**config.mk**
```make
export PLATFORM = sky130hd
export DESIGN_NAME = oled_frame_arbiter
export DESIGN_NICKNAME = d
export VERILOG_FILES = /design/src/rtl/oled_frame_arbiter.sv
export SDC_FILE = /design/constraint.sdc
export NUM_CORES = 1
export LEC_CHECK = 0
export CAP_MARGIN = 20
export CORE_MARGIN = 3
export CORE_UTILIZATION = 33
export DETAILED_ROUTE_END_ITERATION = 16
export PLACE_DENSITY_LB_ADDON = 0.3
export SLEW_MARGIN = 0
export SYNTH_ARGS = -nofsm -noshare
export SYNTH_HDL_FRONTEND = slang
export SYNTH_SLANG_ARGS = --single-unit
export TNS_END_PERCENT = 20
```
**constraint.sdc**
```tcl
create_clock -name clk -period 2.45 [get_ports clk]
set_input_delay 0.49 -clock clk [delete_from_list [all_inputs] [get_ports clk]]
set_output_delay 0.49 -clock clk [all_outputs]
set_load 0.01 [all_outputs]
```
**src/rtl/oled_frame_arbiter.sv**
```systemverilog
// Shares one oled_video pixel stream between two sources. Ownership only
// changes on the frame end event, so a frame is never split between sources.
module oled_frame_arbiter #(
    parameter int                      C_color_bits  = 16,
    parameter int                      C_x_max       = 127,
    parameter int                      C_y_max       = 159,
    parameter int                      C_hold_frames = 2,
    parameter logic [C_color_bits-1:0] C_idle_color  = '0
) (
    input  logic                    clk,
    input  logic                    reset,
    input  logic [6:0]              x,
    input  logic [7:0]              y,
    input  logic                    next_pixel,
    output logic [C_color_bits-1:0] color,
    input  logic [1:0]              req,
    input  logic [C_color_bits-1:0] src0_color,
    input  logic [C_color_bits-1:0] src1_color,
    output logic [1:0]              src_next_pixel,
    output logic [1:0]              grant,
    output logic                    frame_end
);

    // Strobe contract: next_pixel=1 means oled_video consumed the pixel at (x,y)
    // this cycle; the owning source must hold its color until its gated strobe.
    typedef enum logic [1:0] {
        IDLE = 2'b00,
        OWN0 = 2'b01,
        OWN1 = 2'b10
    } state_t;

    localparam logic [6:0] X_LAST   = 7'(C_x_max);
    localparam logic [7:0] Y_LAST   = 8'(C_y_max);
    localparam logic [7:0] HOLD_MIN = 8'(C_hold_frames);

    state_t     state;
    state_t     state_nx;
    logic [7:0] hold;
    logic [7:0] hold_inc;
    logic [7:0] hold_nx;
    logic       last;
    logic       last_nx;
    logic       frame_evt;

    assign frame_evt = next_pixel && (x == X_LAST) && (y == Y_LAST);
    assign hold_inc  = (hold >= HOLD_MIN) ? hold : hold + 8'd1;

    always_ff @(posedge clk) begin
        if (reset) begin
            state     <= IDLE;
            hold      <= 8'd0;
            last      <= 1'b1;
            frame_end <= 1'b0;
        end else begin
            state     <= state_nx;
            hold      <= hold_nx;
            last      <= last_nx;
            frame_end <= frame_evt;
        end
    end

    always_comb begin
        state_nx = state;
        case (state)
            IDLE: begin
                if (frame_evt) begin
                    case (req)
                        2'b01:   state_nx = OWN0;
                        2'b10:   state_nx = OWN1;
                        2'b11:   state_nx = last ? OWN0 : OWN1;
                        default: state_nx = IDLE;
                    endcase
                end
            end
            OWN0: begin
                if (frame_evt) begin
                    if (!req[0])
                        state_nx = req[1] ? OWN1 : IDLE;
                    else if (req[1] && (hold_inc >= HOLD_MIN))
                        state_nx = OWN1;
                end
            end
            OWN1: begin
                if (frame_evt) begin
                    if (!req[1])
                        state_nx = req[0] ? OWN0 : IDLE;
                    else if (req[0] && (hold_inc >= HOLD_MIN))
                        state_nx = OWN0;
                end
            end
            default: state_nx = IDLE;
        endcase
    end

    // Hold count restarts with every new owner; last tracks the latest owner.
    always_comb begin
        hold_nx = hold;
        last_nx = last;
        if (state_nx != state)
            hold_nx = 8'd0;
        else if (frame_evt && (state != IDLE))
            hold_nx = hold_inc;
        if (state_nx == OWN0)
            last_nx = 1'b0;
        else if (state_nx == OWN1)
            last_nx = 1'b1;
    end

    always_comb begin
        grant = 2'b00;
        color = C_idle_color;
        case (state)
            OWN0: begin
                grant = 2'b01;
                color = src0_color;
            end
            OWN1: begin
                grant = 2'b10;
                color = src1_color;
            end
            default: begin
                grant = 2'b00;
                color = C_idle_color;
            end
        endcase
        src_next_pixel = {next_pixel & grant[1], next_pixel & grant[0]};
    end

endmodule

```
---- Word-level counts from Yosys, hierarchy flattened ----
Cells that the tools add are included.
Widths: inputs -> output; s select.
storage, ports and cells
  register bits ........................... 12
  latch bits .............................. 0
  bits in writable memories ............... 0
  bits in read-only memories .............. 0
  input port bits ......................... 52
  output and inout bits ................... 21
  logic and storage cells ................. 45
  memories ................................ 0
cells by class
  $add $sub $neg .......................... 1
  $mul .................................... 0
  div/mod/pow operators ................... 0
  magnitude comparators ................... 2
  equality and inequality tests ........... 10
  shift operators ......................... 0
  multiplexer cells ....................... 17
  bitwise logic cells ..................... 2
  reductions and logical operators ........ 9
operators with widths
  cell                 number
  $pmux 16 s2          1
  $mux 2               9
  $ge 8x2->1 const B   2
  $pmux 2 s3           2
  $add 8x1->8 const B  1
  $eq 2x2->1 const B   4
  $eq 8x8->1 const B   1
  $mux 8               1
  $eq 7x7->1 const B   1
  $eq 2x1->1 const B   3
  $logic_and 1x1->1    5
  $pmux 2 s2           1
  $reduce_bool 2->1    2
  $mux 1               3
  $and 1x1->1          2
  $logic_not 2->1      1
  $ne 2x2->1           1
  $reduce_or 2->1      1

---- Logic depth before layout (Yosys ltp) ----
  word-level depth ........................ 11
  mapped depth ............................ 12
  mapped depth without buffers ............ 12

---- Worst setup path before layout ----
Ideal clock, no wire load.
  path kind ............................... input to register
  start ................................... in x[6]
  end ..................................... reg last
  library setup time ...................... 0.117 ns
  data arrival time ....................... 2.406 ns
  data required time ...................... 2.333 ns
  slack ................................... -0.073 ns
  stages on the path ...................... 10
  buffers on the path ..................... 1
  cell sequence ........................... nand4_1 -> or4_1 -> clkbuf_1 -> a221o_1 -> a211oi_2 -> nor2_1 -> nor2_1 -> ha_1 -> mux2i_1 -> nand2b_1
between the ends
  cells in the longest elaborated chain, start to end .. 7
RTL lines
  element                                             RTL line    source
  start: declaration                                  12          input logic [6:0] x,
  $eq 7x7->1 *                                        45          assign frame_evt = next_pixel && (x == X_LAST) && (y == Y_LAST);
  $logic_and 1x1->1 * (2 in a row)                    45
  $mux 2 (on tied branches)                           84, 66, 76
  $pmux 2 s3 *                                        64          case (state)
  $eq 2x1->1 / $eq 2x2->1 (equally long branches)     103, 105
  $mux 1 / $reduce_bool 2->1 (equally long branches)  n/a
  end signal: assignment                              57          last <= last_nx;
  end: declaration                                    41          logic last;
Every way passes the cells marked *; elsewhere a longest branch is shown, timed or not.
A chain may end at the register's enable or synchronous reset.

---- Worst setup path in the final report ----
  start ................................... in x[3]
  end ..................................... reg last
The elaborated chain is that of the path after synthesis.

==> impl_metrics.csv <==
group,metric,value,unit
synth,yosysUniqueCellTypes,41,
place,hpwl,3300,µm
synth,synth_top_cells_by_area,"dfxtp_1 22%, a22oi_1 11%, nor2b_1 9.5%",
routing,viasPerCell,5.29,
layout,final_cells,269,
routing,drt_wl_total,4120,µm
layout,antenna_cells,0,
layout,area_growth,92.4,%
die,io_pins,73,
synth,yosysMostFrequentCell,"nor2b_1",
place,placedCellCount,259,
clock_tree,clk_latency,280,ps
die,die_h,64.2,µm
min_path,min-delay-path-class,"flop to flop",
worst_setup_path,slowest_delay,590,ps
die,die-area,0.00412,mm²
timing,period_minus_slack,2440,ps
grt,grt_max_degree,17,
synth,synth_common_cells,"17 x nor2b_1, 16 x a22oi_1, 12 x dfxtp_1",
worst_setup_path,cp_slowest_cell,"or4_4",
die,die_w,64.2,µm
worst_setup_path,worst-path-buf-inv,2,
clock_tree,cts_buffer_depth,2,
timing,worst_slack,13.7,ps
worst_setup_path,cp.required,2630,ps
grt,grt_pass1_wl,6590,µm
die,rows,20,
timing,slew_violations,0,
layout,layout.nets,286,
synth,synth.avg_cell_area,8.39,µm²
clock_tree,cts_buffers,3,
clock_tree,cts_root_buf,"clkbuf_4",
routing,vias,1423,
clock_tree,cts_tree,"yes",
layout,drive_above_1_share,25.3,%
worst_setup_path,endpoint_kind,"flop",
routing,drc,0,
pwr,peakVddDrop,0.151,mV
place,port_buffers,72,
synth,netlist.top_cell.by_area,"dfxtp_1",
place,pre_cts_ws,-629,ps
synth,ys_seq_area_share,21.5,%
timing,fmax,0.410,GHz
worst_setup_path,cp_top_family,"simple AND/OR/NAND/NOR gates",
timing,min_period_over_period,99.4,%
routing,drt_pass1_iterations,4,
grt,grt_overflow_total,0,
synth,synth_top_flop_cell,"dfxtp_1",
synth,synthArstFlopShare,0,%
grt,grt_pass1_vias,1475,
synth,synth_warnings,0,
timing,worst_pin_slew,476,ps
clock_tree,htree_num_levels,1,
worst_setup_path,worstPathCellList,"dlygate4sd2_1, nand4_1, or4_4, a221o_1, buf_4, nand2_1, a211oi_2, nor2_1, ha_1, mux2i_1, nand2b_1",
worst_setup_path,criticalPathCategory,"input port to flop",
grt,track_usage,20.0,%
synth,syn_area,0.00112,mm²
pwr,power_density,210,mW/mm²
routing,ant_nets,0,
synth,ys_seq_elements,12,
worst_setup_path,crit_path_start_kind,"input port",
routing,first_iter_violations,61,
grt,antenna_found_initial,0,
pwr,leakage,1.05,nW
timing,slew_headroom,68.1,%
timing,skew,5.83,ps
place,place_congestion,0.906,
synth,synth_top_area_share,21.5,%
status,status,"finished clean",
timing,hold_viol,0,
worst_setup_path,crit_fanout,5,
job,drv_cap,0,
timing,rsz0062_at_grt,"true",
synth,synth_edf_count,0,
clock_tree,clkTransAtPathRegs,80,ps
worst_setup_path,critical_path_arrival,2620,ps
die,core_area,0.00313,mm²
synth,synth_nets,193,
routing,post_drt_wl_per_cell,15.3,µm
clock_tree,clock_sinks,12,
synth,postSynthCellCount,133,
timing,setup_violations,0,
die,initial_core_util,35.7,%
per-stage QoR:
stage	utilization (%)	hold WS, ps	total power [mW]	TNS [ps]	area [µm²]
3_5_place_dp	63.7	483	0.300	-5450	1990
5_1_grt	68.6	506	0.466	-162	2150
2_1_floorplan	-	467	0.210	-50.5	1120
4_1_cts	65.6	494	0.448	-6.59	2050
6_report	68.6	497	0.451	0	2150
3_3_place_gp	63.7	475	0.297	-4830	1990
cell families (layout without fill, tap and decap cells):
family | Yosys count | after routing | synth area share, %
fa+ha+maj | 8 | 8 | 8.97
simple gates | 55 | 55 | 33.0
buf+inv | 17 | 109 | 6.50
compound gates | 39 | 39 | 28.4
flops | 12 | 12 | 21.5
xor+xnor | 1 | 1 | 0.785
mux | 1 | 1 | 0.897
power by group:
part	switching, mW	internal [mW]	leakage (nW)
sequential	0.000000366	0.195	0.0982
clock	0.0705	0.0905	0.0210
combinational	0.0256	0.0692	0.935
worst reg2reg max path: stages (launching register included):
cell      delay [ps]
dfxtp_2          340
inv_1             40
ha_1             300
nor2b_2          180
o211a_1          280
a221o_1          320
a211oi_2         180
nor2_1            80
nor2_1           110
ha_1             250
mux2i_1          150
nand2b_1          60
layout by cell type, fill, tap and decap left out, drive strengths merged, types with 2 or more instances in the layout:
cell           instances
dfxtp                 12
dlygate4sd2            9
and2                   2
nor3b                  5
clkbuf                 4
ha                     8
and3                   2
or4                    2
nor2b                 17
o211ai                 2
a21oi                  4
nand2                  4
inv                    8
nand4                  3
clkdlybuf4s50         42
buf                   27
o2111ai                2
nor2                   8
nor4                   3
a22oi                 16
a211oi                 4
clkdlybuf4s15          5
nor3                   5
o21ai                  2
dlymetal6s2s          14
a221o                  2
path summary, 6_finish.rpt:
kind / to / slack [ps] / depth (start not counted) / startpoint
worst max-delay path: last / 10 / 11 / x[3]
worst min-delay path: hold[6] / 500 / 1 / hold[6]
worst max register to register: last / 50 / 11 / hold[0]
worst min register to register: hold[6] / 500 / 1 / hold[6]
area by class of cell:
cell class                      count  area (µm²)
Clock buffer                        4        36.3
Fill cell                         262         981
Inverter                            8        30.0
Multi-Input combinational cell    104         856
Sequential cell                    12         244
Tap cell                           44        55.1
Timing Repair Buffer               97         926
routing by layer:
layer | routed length [µm] | global-route usage, %
met1 | 1390 | 19.7
met2 | 2240 | 38.1
met3 | 428 | 6.68
met4 | 67 | 7.65
met5 | 0 | 0
registers in the layout (all words and copies together), names as in the netlist:
name / cells
state: 2
last: 1
frame_end: 1
hold: 8
what timing repair did:
item | in CTS | in global routing
setup endpoints to repair | 26 | 26
endpoints found under the hold margin | 0 | 0
pin swaps | 11 | 9
resized for setup | 28 | 26
buffers inserted | 3 | 4
hold buffers | 0 | 0
Power figures use the tool's default switching activity.
